==> src/rtl/card_match_judge.sv <==
// Memory-game match judge: gathers GROUP picks, reads each value from the synchronous card memory and
// judges match/mismatch. Optional build macro MATCH_MOVE_COUNT_EN keeps the completed-turn counter.
module card_match_judge #(
    parameter int ADDR_W      = 6,
    parameter int VAL_W       = 5,
    parameter int GROUP       = 2,
    parameter int NUM_GROUPS  = 18,
    parameter int HOLD_CYCLES = 50_000_000,
    parameter int MOVES_W     = 10
) (
    input  logic                             clock,
    input  logic                             reset_n,
    input  logic                             enable,
    input  logic                             new_game,
    input  logic                             select,
    input  logic [ADDR_W-1:0]                sel_addr,
    output logic [ADDR_W-1:0]                mem_addr,
    input  logic [VAL_W-1:0]                 mem_data,
    output logic                             sel_reject,
    output logic                             busy,
    output logic [$clog2(GROUP+1)-1:0]       sel_count,
    output logic [GROUP*VAL_W-1:0]           card_val,
    output logic [GROUP*ADDR_W-1:0]          card_addr,
    output logic                             reveal,
    output logic                             match_pulse,
    output logic                             mismatch_pulse,
    output logic [2**ADDR_W-1:0]             matched_mask,
    output logic [$clog2(NUM_GROUPS+1)-1:0]  pairs_found,
    output logic [MOVES_W-1:0]               moves,
    output logic                             game_over
);
    localparam int SEL_W     = $clog2(GROUP + 1);
    localparam int PF_W      = $clog2(NUM_GROUPS + 1);
    localparam int NUM_CARDS = GROUP * NUM_GROUPS;
    localparam int TMR_W     = (HOLD_CYCLES > 0) ? $clog2(HOLD_CYCLES + 1) : 1;

    generate
        if (GROUP < 2 || GROUP > 4 || NUM_CARDS > 2**ADDR_W) begin : g_param_check
            $error("card_match_judge: GROUP must be 2..4 and GROUP*NUM_GROUPS must fit the board");
        end
    endgenerate

    typedef enum logic [2:0] {S_IDLE, S_WAIT, S_CAPT, S_EVAL, S_SHOW, S_DONE} state_t;

    state_t                  state_q, state_d;
    logic [ADDR_W-1:0]       mem_addr_q, mem_addr_d;
    logic                    sel_reject_q, sel_reject_d;
    logic                    busy_q, busy_d;
    logic [SEL_W-1:0]        sel_count_q, sel_count_d;
    logic [GROUP*VAL_W-1:0]  card_val_q, card_val_d;
    logic [GROUP*ADDR_W-1:0] card_addr_q, card_addr_d;
    logic                    reveal_q, reveal_d;
    logic                    match_q, match_d;
    logic                    mismatch_q, mismatch_d;
    logic [2**ADDR_W-1:0]    matched_mask_q, matched_mask_d;
    logic [PF_W-1:0]         pairs_found_q, pairs_found_d;
    logic                    game_over_q, game_over_d;
    logic [TMR_W-1:0]        timer_q, timer_d;

    logic [VAL_W-1:0]  val_slot  [GROUP];
    logic [ADDR_W-1:0] addr_slot [GROUP];

    genvar gi;
    generate
        for (gi = 0; gi < GROUP; gi++) begin : g_slot
            assign val_slot[gi]  = card_val_q[gi*VAL_W +: VAL_W];
            assign addr_slot[gi] = card_addr_q[gi*ADDR_W +: ADDR_W];
        end
    endgenerate

    logic dup_hit, all_equal, accept;

    always_comb begin
        dup_hit = 1'b0;
        for (int i = 0; i < GROUP; i++)
            if (SEL_W'(i) < sel_count_q && addr_slot[i] == sel_addr) dup_hit = 1'b1;
        all_equal = 1'b1;
        for (int i = 1; i < GROUP; i++)
            if (val_slot[i] != val_slot[0]) all_equal = 1'b0;
        accept = (state_q == S_IDLE) && select && enable && (32'(sel_addr) < NUM_CARDS)
                 && !matched_mask_q[sel_addr] && !dup_hit;
    end

    always_comb begin
        state_d        = state_q;
        mem_addr_d     = mem_addr_q;
        sel_reject_d   = 1'b0;
        sel_count_d    = sel_count_q;
        card_val_d     = card_val_q;
        card_addr_d    = card_addr_q;
        match_d        = 1'b0;
        mismatch_d     = 1'b0;
        matched_mask_d = matched_mask_q;
        pairs_found_d  = pairs_found_q;
        game_over_d    = game_over_q;
        timer_d        = timer_q;
        if (new_game) begin
            state_d        = S_IDLE;
            mem_addr_d     = '0;
            sel_count_d    = '0;
            card_val_d     = '0;
            card_addr_d    = '0;
            matched_mask_d = '0;
            pairs_found_d  = '0;
            game_over_d    = 1'b0;
            timer_d        = '0;
        end else begin
            sel_reject_d = select && !accept;
            // Leaving the play state abandons the turn but keeps the score.
            if (!enable && state_q != S_DONE) begin
                state_d     = S_IDLE;
                sel_count_d = '0;
                timer_d     = '0;
            end else begin
                case (state_q)
                    S_IDLE: if (accept) begin
                        mem_addr_d = sel_addr;
                        for (int i = 0; i < GROUP; i++)
                            if (sel_count_q == SEL_W'(i)) card_addr_d[i*ADDR_W +: ADDR_W] = sel_addr;
                        state_d = S_WAIT;
                    end
                    S_WAIT: state_d = S_CAPT;
                    S_CAPT: begin
                        for (int i = 0; i < GROUP; i++)
                            if (sel_count_q == SEL_W'(i)) card_val_d[i*VAL_W +: VAL_W] = mem_data;
                        sel_count_d = sel_count_q + 1'b1;
                        state_d = (sel_count_q == SEL_W'(GROUP - 1)) ? S_EVAL : S_IDLE;
                    end
                    S_EVAL: begin
                        if (all_equal) begin
                            match_d = 1'b1;
                            for (int i = 0; i < GROUP; i++) matched_mask_d[addr_slot[i]] = 1'b1;
                            pairs_found_d = pairs_found_q + 1'b1;
                            sel_count_d   = '0;
                            if (pairs_found_q == PF_W'(NUM_GROUPS - 1)) begin
                                game_over_d = 1'b1;
                                state_d     = S_DONE;
                            end else begin
                                state_d = S_IDLE;
                            end
                        end else begin
                            mismatch_d = 1'b1;
                            if (HOLD_CYCLES == 0) begin
                                sel_count_d = '0;
                                state_d     = S_IDLE;
                            end else begin
                                timer_d = TMR_W'(HOLD_CYCLES);
                                state_d = S_SHOW;
                            end
                        end
                    end
                    S_SHOW: begin
                        if (timer_q <= TMR_W'(1)) begin
                            timer_d     = '0;
                            sel_count_d = '0;
                            state_d     = S_IDLE;
                        end else begin
                            timer_d = timer_q - 1'b1;
                        end
                    end
                    S_DONE: state_d = S_DONE;
                    default: state_d = S_IDLE;
                endcase
            end
        end
        busy_d   = (state_d != S_IDLE) && (state_d != S_DONE);
        reveal_d = (state_d == S_SHOW);
    end

    always_ff @(posedge clock or negedge reset_n) begin
        if (!reset_n) begin
            state_q        <= S_IDLE;
            mem_addr_q     <= '0;
            sel_reject_q   <= 1'b0;
            busy_q         <= 1'b0;
            sel_count_q    <= '0;
            card_val_q     <= '0;
            card_addr_q    <= '0;
            reveal_q       <= 1'b0;
            match_q        <= 1'b0;
            mismatch_q     <= 1'b0;
            matched_mask_q <= '0;
            pairs_found_q  <= '0;
            game_over_q    <= 1'b0;
            timer_q        <= '0;
        end else begin
            state_q        <= state_d;
            mem_addr_q     <= mem_addr_d;
            sel_reject_q   <= sel_reject_d;
            busy_q         <= busy_d;
            sel_count_q    <= sel_count_d;
            card_val_q     <= card_val_d;
            card_addr_q    <= card_addr_d;
            reveal_q       <= reveal_d;
            match_q        <= match_d;
            mismatch_q     <= mismatch_d;
            matched_mask_q <= matched_mask_d;
            pairs_found_q  <= pairs_found_d;
            game_over_q    <= game_over_d;
            timer_q        <= timer_d;
        end
    end

`ifdef MATCH_MOVE_COUNT_EN
    logic [MOVES_W-1:0] moves_q, moves_d;

    always_comb begin
        moves_d = moves_q;
        if (new_game) moves_d = '0;
        else if (state_q == S_EVAL && enable && moves_q != '1) moves_d = moves_q + 1'b1;
    end

    always_ff @(posedge clock or negedge reset_n) begin
        if (!reset_n) moves_q <= '0;
        else          moves_q <= moves_d;
    end

    assign moves = moves_q;
`else
    assign moves = '0;
`endif

    assign mem_addr       = mem_addr_q;
    assign sel_reject     = sel_reject_q;
    assign busy           = busy_q;
    assign sel_count      = sel_count_q;
    assign card_val       = card_val_q;
    assign card_addr      = card_addr_q;
    assign reveal         = reveal_q;
    assign match_pulse    = match_q;
    assign mismatch_pulse = mismatch_q;
    assign matched_mask   = matched_mask_q;
    assign pairs_found    = pairs_found_q;
    assign game_over      = game_over_q;
endmodule

==> config.mk <==
export PLATFORM = sky130hd
export DESIGN_NAME = card_match_judge
export DESIGN_NICKNAME = d
export VERILOG_FILES = /design/src/rtl/card_match_judge.sv
export SDC_FILE = /design/constraint.sdc
export NUM_CORES = 1
export LEC_CHECK = 0
export BUFFER_PORTS_ARGS = -buffer_cell sky130_fd_sc_hd__buf_2
export CORE_MARGIN = 2
export CORE_UTILIZATION = 55
export CTS_CLUSTER_DIAMETER = 60
export DETAILED_ROUTE_END_ITERATION = 16
export PLACE_DENSITY = 0.87
export SYNTH_ARGS = -nofsm -noshare
export SYNTH_HDL_FRONTEND = slang
export SYNTH_SLANG_ARGS = --single-unit
==> constraint.sdc <==
create_clock -name clock -period 2.8 [get_ports clock]
set_input_delay 0.28 -clock clock [delete_from_list [all_inputs] [get_ports clock]]
set_output_delay 0.28 -clock clock [all_outputs]
set_load 0.005 [all_outputs]
* Word level (Yosys, flattened, before mapping)
Index checks and enable logic that the tools add are counted.
** Word-level totals
- Bits in registers :: 134
- Bits of input ports :: 16
- Word-level logic and storage cells :: 148
** Operators by class
- Add/subtract/negate cells :: 3
- $lt $le $gt $ge :: 9
- Equality and inequality tests :: 18
- Muxes and demuxes :: 63
- Bitwise gates (word level) :: 2
- Reductions and logical operators :: 37
** Operators by type and width (count)
- $mux W64 :: 4
- $or A64 B64 Y64 :: 2
- $mux W26 :: 4
- $pmux W26 S2 :: 1
- $mux W12 :: 4
- $mux W6 :: 6
- $mux W10 :: 3
- $mux W5 :: 6
- $le A26 B1 Y1 const B :: 1
- $sub A26 B1 Y26 const B :: 1
- $lt A6 B7 Y1 const B :: 3
- $mux W1 :: 19
- $mux W3 :: 6
- $pmux W3 S6 :: 1
- $reduce_and A3 Y1 :: 5
- $reduce_bool A2 Y1 :: 7
- $demux W1 S6 :: 2
- $eq A6 B6 Y1 :: 2
- $ge A6 B1 Y1 const B :: 2
- $logic_and A1 B1 Y1 :: 12
- $ne A4 B4 Y1 const B :: 3
- $reduce_and A4 Y1 :: 3
- $mux W2 :: 5
- $eq A3 B3 Y1 const B :: 3
- other kinds (20) :: 27

* Logic depth before layout (Yosys ltp)
- Depth in word-level cells :: 12
- Mapped depth :: 11
- Mapped depth without buffers :: 9

* Least setup slack after synthesis
Ideal clock, no wire load.
- Kind :: register to register
- From :: reg timer_q[3]
- To :: reg timer_q[10]
- Data arrival time :: 2451 ps
- Data required time :: 2679 ps
- Path slack :: 228 ps
- Cell stages (with the launch flop) :: 8
- Buffers on the path :: 1
- Path through :: dfrtp_1 or4_4 or4b_4 nor4_4 nor2_2 a21oi_2 buf_2 nor2_1
** Between the ends
- Word-level cells in the longest chain between the ends :: 5
** Ends and longest elaborated chain
- start: declaration :: line 58 : logic [TMR_W-1:0] timer_q, timer_d;
- start signal: assignment :: line 200 : timer_q <= timer_d;
- $sub A26 B1 Y26 / $le A26 B1 Y1 (equally long branches) :: line 158, 153
- $mux W26 * :: line 153 : if (timer_q <= TMR_W'(1)) begin
- $pmux W26 S2 * :: line 115 : case (state_q)
- $mux W26 * :: line 110 : if (!enable && state_q != S_DONE) begin
- $mux W26 * :: line 97 : if (new_game) begin
Mark *: on every way between the ends. The rest lies on a longest branch, timed or not.
A chain may end at the register's enable or synchronous reset.

* Final worst setup path
- From :: reg timer_q[3]
- To :: reg timer_q[12]
The elaborated chain is that of the path after synthesis.

==> impl_table.tex <==
\begin{tabular}{lr}
\hline
Metric & Value \\
\hline
\multicolumn{2}{l}{\textbf{Outcome}} \\
\quad Run status & completed \\
\multicolumn{2}{l}{\textbf{GRT}} \\
\quad Overall overflow remaining after global route & 0 \\
\quad Maximum number of pins on one net before global-route repair & 89 \\
\quad First-pass GRT wire length & 34,670 microns \\
\quad Initial antenna violation count & 0 \\
\quad Via count of the first global-routing pass & 6,703 \\
\quad Overall track demand over capacity in global routing & 0.3042 \\
\multicolumn{2}{l}{\textbf{Floorplan}} \\
\quad Die W & 120.5 microns \\
\quad Initial Util & 0.5637 \\
\quad Total core area & 13,240 sq um \\
\quad Top-level port count & 131 \\
\quad Vertical die dimension & 120.5 microns \\
\quad Die Area & 14,520 sq um \\
\quad Std-Cell Rows & 42 \\
\multicolumn{2}{l}{\textbf{Pwr}} \\
\quad P\_leak & 4.113 nW \\
\quad Peak supply drop & 390.6 uV \\
\quad PnR Total Power & 0.004855 W \\
\quad Power per cell area & 545.2 nW/um\^{}2 \\
\multicolumn{2}{l}{\textbf{Cells and area}} \\
\quad Multi-input combinational cell area & 3536 sq um \\
\quad Post-layout nets & 933 \\
\quad Number of inserted diodes & 0 \\
\quad Post-synthesis to final-layout area growth & 19.29\% \\
\quad Layout cells sized above 1 & 0.2240 \\
\quad Layout fillers & 1,054 \\
\quad Post-route core utilization & 0.6724 \\
\quad Register area & 3353 sq um \\
\multicolumn{2}{l}{\textbf{Clock tree}} \\
\quad Clock sinks & 134 \\
\quad TritonCTS clock tree & built \\
\quad Worst-case clock buffer depth & 2 \\
\quad Clock latency on the worst-skew pair & 420 ps \\
\quad Number of resized instances in the post-cts repair step & 0 \\
\quad Htree depth & 4 \\
\quad Post-CTS Setup Bufs & 0 \\
\quad Clock tree root buffer cell & sky130\_fd\_sc\_hd\_\_clkbuf\_16 \\
\quad Clock input transition at the sequential cells of the worst setup and hold paths & 60 ps \\
\quad Number of clock buffers inserted by TritonCTS & 17 \\
\multicolumn{2}{l}{\textbf{Worst setup path}} \\
\quad Data required time at the worst endpoint & 3090 ps \\
\quad Maximum fanout count along the critical path & 10 \\
\quad Critical path arrival & 2900 ps \\
\quad Delay of the slowest critical-path stage & 590 ps \\
\quad CP endpoint kind & flop \\
\quad Critical Path, Cell by Cell & or4\_4 > or4b\_4 > nor4\_4 > buf\_4 > nor3\_1 > o21ai\_0 > a21oi\_1 \\
\quad Worst path buffer plus inverter count & 1 \\
\quad Worst-path cell with the longest stage delay & sky130\_fd\_sc\_hd\_\_or4\_4 \\
\quad Crit path kind & reg -> reg \\
\quad Kind of start point of the critical path & flop \\
\quad Family with the most delay on the worst path & simple AND/OR/NAND/NOR gates \\
\multicolumn{2}{l}{\textbf{Synth}} \\
\quad Post-synthesis compound-gate area fraction & 0.1996 \\
\quad Share of synthesized cell area in and, or, nand and nor gates & 0.1416 \\
\quad Post-synthesis instance total & 800 \\
\quad Xor/xnor share of the synthesized area & 0.03872 \\
\quad Proportion of synthesized chip area in sequential cells & 0.4492 \\
\quad Post-Syn Area & 7465 sq um \\
\quad FFs w/ async S/R, synth & 1.000 \\
\quad Post-synthesis register bit count & 134 \\
\quad Main combinational cell family by area after synthesis & compound AO/OA/AOI/OAI gates \\
\quad Most used DFF post-synth & sky130\_fd\_sc\_hd\_\_dfrtp\_1 \\
\quad Adder and majority gate portion of the synthesized area & 0.01006 \\
\quad Post-Synthesis Mean Instance Area & 9.331 sq um \\
\quad Mux contribution to synthesized area & 0.07828 \\
\quad Cell type contributing the most total cell area after synthesis & sky130\_fd\_sc\_hd\_\_dfrtp\_1 \\
\quad Biggest area contributors in the synthesized netlist & sky130\_fd\_sc\_hd\_\_dfrtp\_1 45\%, sky130\_fd\_sc\_hd\_\_a22oi\_1 7.8\%, sky130\_fd\_sc\_hd\_\_mux2i\_1 6.2\% \\
\quad Distinct cell type count after synthesis & 56 \\
\quad Post-synth top area share & 0.4492 \\
\quad Yosys Warn Count & 0 \\
\quad Number of enable flip-flop cells after synthesis & 0 \\
\quad Most frequently used cell type in the post-synthesis netlist & sky130\_fd\_sc\_hd\_\_dfrtp\_1 \\
\quad Synth top cells by count & 134 x sky130\_fd\_sc\_hd\_\_dfrtp\_1, 78 x sky130\_fd\_sc\_hd\_\_a22oi\_1, 76 x sky130\_fd\_sc\_hd\_\_inv\_1 \\
\multicolumn{2}{l}{\textbf{Timing}} \\
\quad Worst slack on hold paths & 134.7 ps \\
\quad Least setup slack across all paths after layout & 188.6 ps \\
\quad Peak clock frequency supported by timing & 0.3829 GHz \\
\quad Final setup vio count & 0 \\
\quad Relative slew margins & 0.2955 \\
\quad Setup repair after global routing missed its margin & false \\
\quad Total negative setup slack & 0 ps \\
\quad Tmin final & 2611 ps \\
\quad Worst slew pin tran & 1052 ps \\
\quad Ratio of final minimum period to clock period & 0.9326 \\
\quad Worst clock skew & 6.428 ps \\
\quad Final Slew Violations & 0 \\
\quad Number of failing hold endpoints at the final stage & 0 \\
\multicolumn{2}{l}{\textbf{Route}} \\
\quad Initial drt markers & 964 \\
\quad Sum of routed wire length over all layers & 21,820 microns \\
\quad Average detailed-routed wire length per instance & 19.84 microns \\
\quad Remaining antenna violation count & 0 \\
\quad Iteration count of the initial detailed-routing pass & 6 \\
\quad Total vias in the final route & 6,997 \\
\quad DR vias/cell & 6.361 \\
\quad Post-detailed-route DRC marker count & 0 \\
\multicolumn{2}{l}{\textbf{Placed design}} \\
\quad Count of input and output buffers & 120 \\
\quad GPL Wtd Cong & 0.9601 \\
\quad Setup slack after placement & 105.3 ps \\
\quad Post-DP HPWL & 14,520 microns \\
\multicolumn{2}{l}{\textbf{Job}} \\
\quad Number of max-capacitance violations reported & 0 \\
\multicolumn{2}{l}{\textbf{Worst hold path}} \\
\quad Kind of path behind the tightest hold check & in -> reg \\
\hline
\end{tabular}
==> path summary, 6_finish.rpt <==
check                       startpoint               end  slack, ps  cells past startpoint
min                             select        sel_reject        130                      2
min reg2reg                timer_q[17]       timer_q[17]        500                      1
max                         timer_q[3]       timer_q[12]        190                      7
max in group asynchronous      reset_n  matched_mask[40]       1720                      3
max reg2reg                 timer_q[3]       timer_q[12]        190                      7
min in group asynchronous      reset_n       card_val[0]        430                      2
==> per-layer routing <==
layer / track usage / wire length (microns)
met4: 0.1461 / 835
met2: 0.4753 / 10090
met1: 0.3949 / 8659
met3: 0.08019 / 2233
met5: 0 / 0
==> final cells by class <==
| cell class | instances | share of cell area |
|---|---|---|
| clock buffer | 22 | 0.05213 |
| clock inverter | 10 | 0.01433 |
| inverter | 76 | 0.03204 |
| multi-input combinational | 527 | 0.3971 |
| sequential | 134 | 0.3766 |
| tap | 176 | 0.02473 |
| timing repair buffer | 155 | 0.1031 |
==> state kept, by name, summed over array words and instances, names as in the netlist <==
signal / count
sel_reject: 1
timer_q: 26
state_q: 3
mismatch_pulse: 1
matched_mask: 64
busy: 1
pairs_found: 5
sel_count: 2
mem_addr: 6
card_val: 10
reveal: 1
game_over: 1
match_pulse: 1
card_addr: 12
==> power breakdown <==
group / switching (W) / internal [W]
registers: 0.0000415 / 0.00197
logic: 0.000362 / 0.000233
clock network: 0.000808 / 0.00144
==> per-stage QoR <==
step / instance area (sq um) / std cells
global placement: 8303 / 1067
finish: 8905 / 1100
floorplan: 7498 / 809
CTS: 8905 / 1100
global route: 8905 / 1100
detailed placement: 8303 / 1067
==> placed cells by master (no fill, tap or decap), types with 12 or more instances in the layout <==
cell,count
sky130_fd_sc_hd__a21oi_1,23
sky130_fd_sc_hd__inv_1,76
sky130_fd_sc_hd__nor3b_1,14
sky130_fd_sc_hd__nor2b_1,12
sky130_fd_sc_hd__o22ai_1,66
sky130_fd_sc_hd__nor2_1,70
sky130_fd_sc_hd__dfrtp_1,134
sky130_fd_sc_hd__buf_4,31
sky130_fd_sc_hd__xor2_1,22
sky130_fd_sc_hd__a22oi_1,78
sky130_fd_sc_hd__mux2i_1,46
sky130_fd_sc_hd__clkbuf_16,17
sky130_fd_sc_hd__buf_2,119
sky130_fd_sc_hd__nand2_1,25
sky130_fd_sc_hd__o21ai_0,23
sky130_fd_sc_hd__nor3_1,14
sky130_fd_sc_hd__nand3_1,15
==> timing repair <==
item                                    in CTS  in global routing
endpoints found under the hold margin       43                  0
hold buffers                                 1                  0
endpoints found under the setup margin       0                 22
==> cell families after synthesis <==
logic type,count (synthesis)
buf+inv,148
xor+xnor,33
simple gates,201
fa+ha+maj,6
flops,134
compound gates,220
mux,57
other cells,1
No activity file was read; power rests on OpenSTA's default activity.
